--- src/rtl/mem_wb_stage.sv ---
// Memory/write-back stage: two-entry skid buffer (head + skid) feeding the register
// file and PC, with forwarding of the youngest pending register write and a retire counter.
`timescale 1ns/1ps
module mem_wb_stage #(
  parameter int unsigned CNT_W = 16
) (
  input  logic             clk,
  input  logic             reset,
  input  logic             in_valid,
  output logic             in_ready,
  input  logic [31:0]      ALUResult,
  input  logic [31:0]      ReadData,
  input  logic             MemtoReg,
  input  logic             RegWrite,
  input  logic [3:0]       WA3,
  input  logic             flush,
  input  logic             wb_ready,
  output logic             wb_valid,
  output logic [31:0]      Result,
  output logic [3:0]       WA3_out,
  output logic             WE3,
  output logic             PCWrite,
  output logic             fwd_valid,
  output logic [3:0]       fwd_reg,
  output logic [31:0]      fwd_data,
  output logic [CNT_W-1:0] retired
);

  localparam int unsigned DW = 32;
  localparam int unsigned RW = 4;
  localparam logic [RW-1:0] PC_REG = RW'(15);

  typedef struct packed {
    logic          valid;
    logic [DW-1:0] result;
    logic [RW-1:0] wa3;
    logic          rw;
  } entry_t;

  entry_t           head_q, head_d;
  entry_t           skid_q, skid_d;
  entry_t           new_entry;
  logic [CNT_W-1:0] retired_q, retired_d;
  logic             accept;
  logic             retire;

  assign accept = in_valid && !skid_q.valid;
  assign retire = head_q.valid && wb_ready;

  // Write-back value is resolved at capture so the head holds a single result.
  always_comb begin
    new_entry        = '0;
    new_entry.valid  = 1'b1;
    new_entry.result = MemtoReg ? ReadData : ALUResult;
    new_entry.wa3    = WA3;
    new_entry.rw     = RegWrite;
  end

  always_comb begin
    head_d    = head_q;
    skid_d    = skid_q;
    retired_d = retired_q;
    if (flush) begin
      head_d.valid = 1'b0;
      skid_d.valid = 1'b0;
    end else begin
      if (retire) begin
        retired_d = retired_q + CNT_W'(1);
        if (skid_q.valid) begin
          head_d = skid_q;
        end else begin
          head_d.valid = 1'b0;
        end
        skid_d.valid = 1'b0;
      end
      // Accept lands in the head only if it is free after this edge's retire.
      if (accept) begin
        if (!head_d.valid) begin
          head_d = new_entry;
        end else begin
          skid_d = new_entry;
        end
      end
    end
  end

  always_ff @(posedge clk or posedge reset) begin
    if (reset) begin
      head_q    <= '0;
      skid_q    <= '0;
      retired_q <= '0;
    end else begin
      head_q    <= head_d;
      skid_q    <= skid_d;
      retired_q <= retired_d;
    end
  end

  assign in_ready = !skid_q.valid;
  assign wb_valid = head_q.valid;
  assign Result   = head_q.result;
  assign WA3_out  = head_q.wa3;
  assign retired  = retired_q;
  assign WE3      = retire && head_q.rw && (head_q.wa3 != PC_REG);
  assign PCWrite  = retire && head_q.rw && (head_q.wa3 == PC_REG);

  // Youngest pending GPR write wins; R15 writes are never forwarded.
  always_comb begin
    fwd_valid = 1'b0;
    fwd_reg   = '0;
    fwd_data  = '0;
    if (skid_q.valid && skid_q.rw && (skid_q.wa3 != PC_REG)) begin
      fwd_valid = 1'b1;
      fwd_reg   = skid_q.wa3;
      fwd_data  = skid_q.result;
    end else if (head_q.valid && head_q.rw && (head_q.wa3 != PC_REG)) begin
      fwd_valid = 1'b1;
      fwd_reg   = head_q.wa3;
      fwd_data  = head_q.result;
    end
  end

endmodule
--- config.mk ---
export PLATFORM = sky130hd
export DESIGN_NAME = mem_wb_stage
export DESIGN_NICKNAME = d
export VERILOG_FILES = /design/src/rtl/mem_wb_stage.sv
export SDC_FILE = /design/constraint.sdc
export NUM_CORES = 1
export LEC_CHECK = 0
export CELL_PAD_IN_SITES_DETAIL_PLACEMENT = 2
export CELL_PAD_IN_SITES_GLOBAL_PLACEMENT = 2
export CORE_MARGIN = 2
export CORE_UTILIZATION = 28
export DETAILED_ROUTE_END_ITERATION = 10
export GPL_TIMING_DRIVEN = 0
export PLACE_DENSITY = 0.81
export SETUP_SLACK_MARGIN = 0.2
export SYNTH_ARGS = -nofsm -noshare
export SYNTH_HDL_FRONTEND = slang
export SYNTH_SLANG_ARGS = --single-unit
export TNS_END_PERCENT = 1
--- constraint.sdc ---
create_clock -name clk -period 4 [get_ports clk]
set_input_delay 0.8 -clock clk [delete_from_list [all_inputs] [get_ports clk]]
set_output_delay 0.8 -clock clk [all_outputs]
set_load 0.02 [all_outputs]
# == After elaboration in Yosys (flattened, before gate mapping) ==
# Cells that the tools add are included.
# totals
out_inout_bits,93
ff_bits,92
inputBits,75
elab_cells,44
# classes
bitwise_logic,1
reduce_logical,12
n_addsub,1
eq_ne,3
muxes,18
# ops
operator,count
$mux W38,5
$mux W32,3
$mux W37,2
$add A16 B1 Y16 const B,1
$logic_and A1 B1 Y1,9
$mux W4,2
$ne A4 B4 Y1 const B,2
$mux W1,6
$eq A4 B4 Y1 const B,1
$reduce_and A3 Y1,1
$reduce_and A2 Y1,1
$logic_not A1 Y1,1
$not A1 Y1,1

# == Depth between registers and ports, before layout ==
# logic_depth
word_depth,6
ltp_mapped,6
depth_no_buf,4

# == Least setup slack after synthesis ==
# OpenSTA, ideal clock, no wires.
# synth_path
path_type,register to output
from,"register head_q, in the netlist wb_valid"
to,output fwd_data[0]
required_time_ns,3.200
n_path_buf,2
stages_incl_launch_ff,6
t_arrival_ns,1.433
setup_slack_ns,1.767
cell_sequence,dfrtp_1 buf_4 nand3_1 nor2_2 buf_2 a22o_1
# synth_via
elab_chain_cells,4
# synth_lines
item,line,source
"start, declared",40,"entry_t head_q, head_d;"
"start signal, assigned",89,head_q <= '0;
"start signal, assigned",93,head_q <= head_d;
$logic_and A1 B1 Y1 (2 in a row),116,end else if (head_q.valid && head_q.rw && (head_q.wa3 != PC_REG)) begin
$mux W32,116,
$mux W32,112,if (skid_q.valid && skid_q.rw && (skid_q.wa3 != PC_REG)) begin
"end, declared",25,"output logic [31:0] fwd_data,"
# Every way passes these cells.

# == Worst setup path after layout ==
# layout_path
from,"register head_q, in the netlist WA3_out[1]"
to,output fwd_data[26]
# layout_via
elab_chain_cells,4
# layout_lines
item,line
$ne A4 B4 Y1,116
$logic_and A1 B1 Y1,116
$mux W32,116
$mux W32,112
# Every way passes these cells.

==> impl_metrics.yaml <==
place:
  port_buffers: 165
  pre_cts_slack_ns: 0.832
  placed_cell_area_um2: 6850
  place_inst: 864
  hpwlAfterDp_mm: 13.3
  routabilityCongestion: 0.771
setup_path:
  worst_setup_path_end_kind: "primary output"
  path_cells: "nand4_1 -> nand3_1 -> nor2_2 -> buf_2 -> a22o_1 -> clkdlybuf4s50_1"
  crit_path_start_kind: "flip-flop"
  slowest_stage: "clkdlybuf4s50_1"
  reg2reg_from: "skid_q[37]"
  reg2reg_depth: 5
  critPathArrivalTime_ns: 2.68
  worst-r2r-setup-slack_ns: 2.19
  r2r_end: "Result[0]"
  crit_fanout: 10
  cp_data_required_time_ns: 3.20
  path_class: "reg -> out"
  slowest_delay_ns: 0.62
clock_tree:
  cts_tree: "done"
  cts_buffers: 9
  cts_buffer_depth: 2
  path_clk_slew_ns: 0.07
  cts_max_level: 3
  cts_sinks: 92
  cts.hold.buffers_added: 0
  cts_resized: 0
  clk-insertion-delay-late_ns: 0.34
  cts_root_buf: "clkbuf_16"
  cts_setup_buffers: 0
timing:
  setup_violations: 0
  setup_tns_ns: 0
  tightest_slew_ns: 0.641
  hold_viol_final: 0
  relSlewSlack_pct: 57.3
  slew_viol_final: 0
  finalClockSkew_ns: 0.00600
  post-route-min-period_ns: 3.48
  worst_slack_ns: 0.522
  rsz0062_at_grt: "false"
  max_freq_mhz: 288
  min_period_over_period_pct: 86.9
  hold_slack_ns: 0.483
cells_and_area:
  multi_input_area_um2: 2090
  syn_to_final_growth_pct: 45.7
  drive_gt1_share_pct: 14.7
  antenna_cells: 0
  final_util_pct: 41.4
  nets: 726
  fillers: 1800
  design_area_um2: 7110
  regArea_um2: 2300
  fin_cells: 879
grt:
  track_usage_pct: 19.7
  grt_max_degree: 48
  grt_overflow_total: 0
  first_global_vias: 4990
  antenna_found_initial: 0
  grt_pass1_wl_mm: 28.1
synth:
  synth_top_area_share_pct: 47.1
  synthTopCellsByCount: "dfrtp_1 (92), nor2_1 (71), a21oi_1 (67)"
  synthMuxAreaShare_pct: 7.94
  synth-async-reset-ratio_pct: 100
  synth_flop_cell: "dfrtp_1"
  synthAdderAreaFrac_pct: 0.256
  synthTopCellsByArea: "dfrtp_1 (47%), o22a_1 (7.2%), a21oi_1 (6.9%)"
  synth_area_leader_cell: "dfrtp_1"
  synth-simple-area-share_pct: 10.4
  yosysWarnings: 0
  synth_top_family_by_area: "compound AO/OA/AOI/OAI gates"
  ys_seq_elements: 92
  yosysMostFrequentCell: "dfrtp_1"
  synth_fp_nets: 549
  synth-edff-count: 0
  seq_area_frac_synth_pct: 47.1
  synth_cells: 473
  synthXorXnorAreaFrac_pct: 2.69
  syn_area_per_cell_um2: 10.3
  synthesis.area_um2: 4880
  ys_types: 36
  synth_compound_area_share_pct: 21.6
floorplan:
  initial_core_util_pct: 28.4
  die_w_um: 136
  core_um2: 17200
  dieArea_um2: 18500
  io_pins: 168
  row_count: 48
  fp.dieH_um: 136
route:
  wire_per_inst_um: 20.3
  vias: 4359
  dr.pass1.iters: 4
  drc_errors: 0
  drt_iter0_markers: 153
  antenna_left: 0
  wl_mm: 17.8
  viasPerCell: 4.96
power_and_ir_drop:
  power.total_mw: 3.20
  peakVddDrop_uv: 229
  p_leak_nw: 2.98
  power_density_nw_per_um2: 450
min_path:
  whs_path_depth: 1
  worstHoldStart: "retired[15]"
  hold_path_class: "reg -> reg"
  holdPathEnd: "retired[15]"
job:
  drv_cap: 0
outcome:
  status: "finished, final reports clean"
==> worst max path at each step <==
stage,end,cells past startpoint,start,slack [ns]
after floorplan,Result[0],1,reset,0.81
after global placement,skid_q[15],2,reset,-0.70
after detailed placement,PCWrite,4,wb_ready,0.83
after CTS,fwd_data[26],6,WA3_out[1],0.46
after global routing,fwd_data[29],6,WA3_out[2],0.31
final,fwd_data[26],6,WA3_out[1],0.52
==> cells by family after synthesis <==
family / count (synthesis)
compound gates: 149
xor+xnor: 15
fa+ha+maj: 1
buf+inv: 74
flops: 92
mux: 38
simple gates: 104
==> worst max-delay path: cells and delay by family (launching register included) <==
kind	cells	cell delay (ns)
AO/OA/AOI/OAI	1	0.21
flip-flops	1	0.42
buffers and inverters	2	0.98
AND/OR/NAND/NOR	3	0.73
==> power by group <==
group	switching [mW]	internal, mW	total (mW)
clock network	0.364	0.432	0.795
registers	0.200	1.14	1.34
logic	0.497	0.574	1.07
==> layout make-up <==
type,count,area share (%)
tap,225,3.96
sequential,92,32.4
buffer,70,6.67
inverter,4,0.246
timing repair buffer,166,23.6
clock inverter,5,0.405
multi-input combinational,307,29.4
clock buffer,10,3.36
==> flip-flops by register name, summed over array words and instances (netlist names) <==
| name | cells |
|---|---|
| wb_valid | 1 |
| retired | 16 |
| skid_q | 38 |
| Result | 32 |
| head_q | 1 |
| WA3_out | 4 |
==> per-layer routing <==
metal / vias to the layer above / routed length, um / global-route usage [%]
li1: 2020 / - / -
met1: 2222 / 7730 / 24.3
met2: 104 / 9310 / 36.2
met3: 13 / 669 / 3.06
met4: 0 / 129 / 4.11
met5: - / 0 / 0
==> layout by cell type (no fill, tap or decap), types with 3 or more instances in the layout <==
cell | synthesis | final
nand4_1 | 7 | 7
nand2_1 | 5 | 5
xor2_1 | 4 | 4
mux2_2 | 6 | 6
nor2_1 | 71 | 71
clkbuf_16 | 0 | 9
dfrtp_1 | 92 | 92
xnor2_1 | 11 | 11
buf_6 | 4 | 4
o22a_1 | 40 | 40
nand3_1 | 4 | 4
a21oi_1 | 67 | 67
mux2i_1 | 32 | 32
a22o_1 | 35 | 35
nand2b_1 | 3 | 3
clkdlybuf4s50_1 | 0 | 165
inv_1 | 4 | 3
clkinv_2 | 0 | 4
clkbuf_1 | 7 | 7
buf_2 | 16 | 16
buf_4 | 43 | 43
Note: power is estimated with default switching activity, not from simulation.
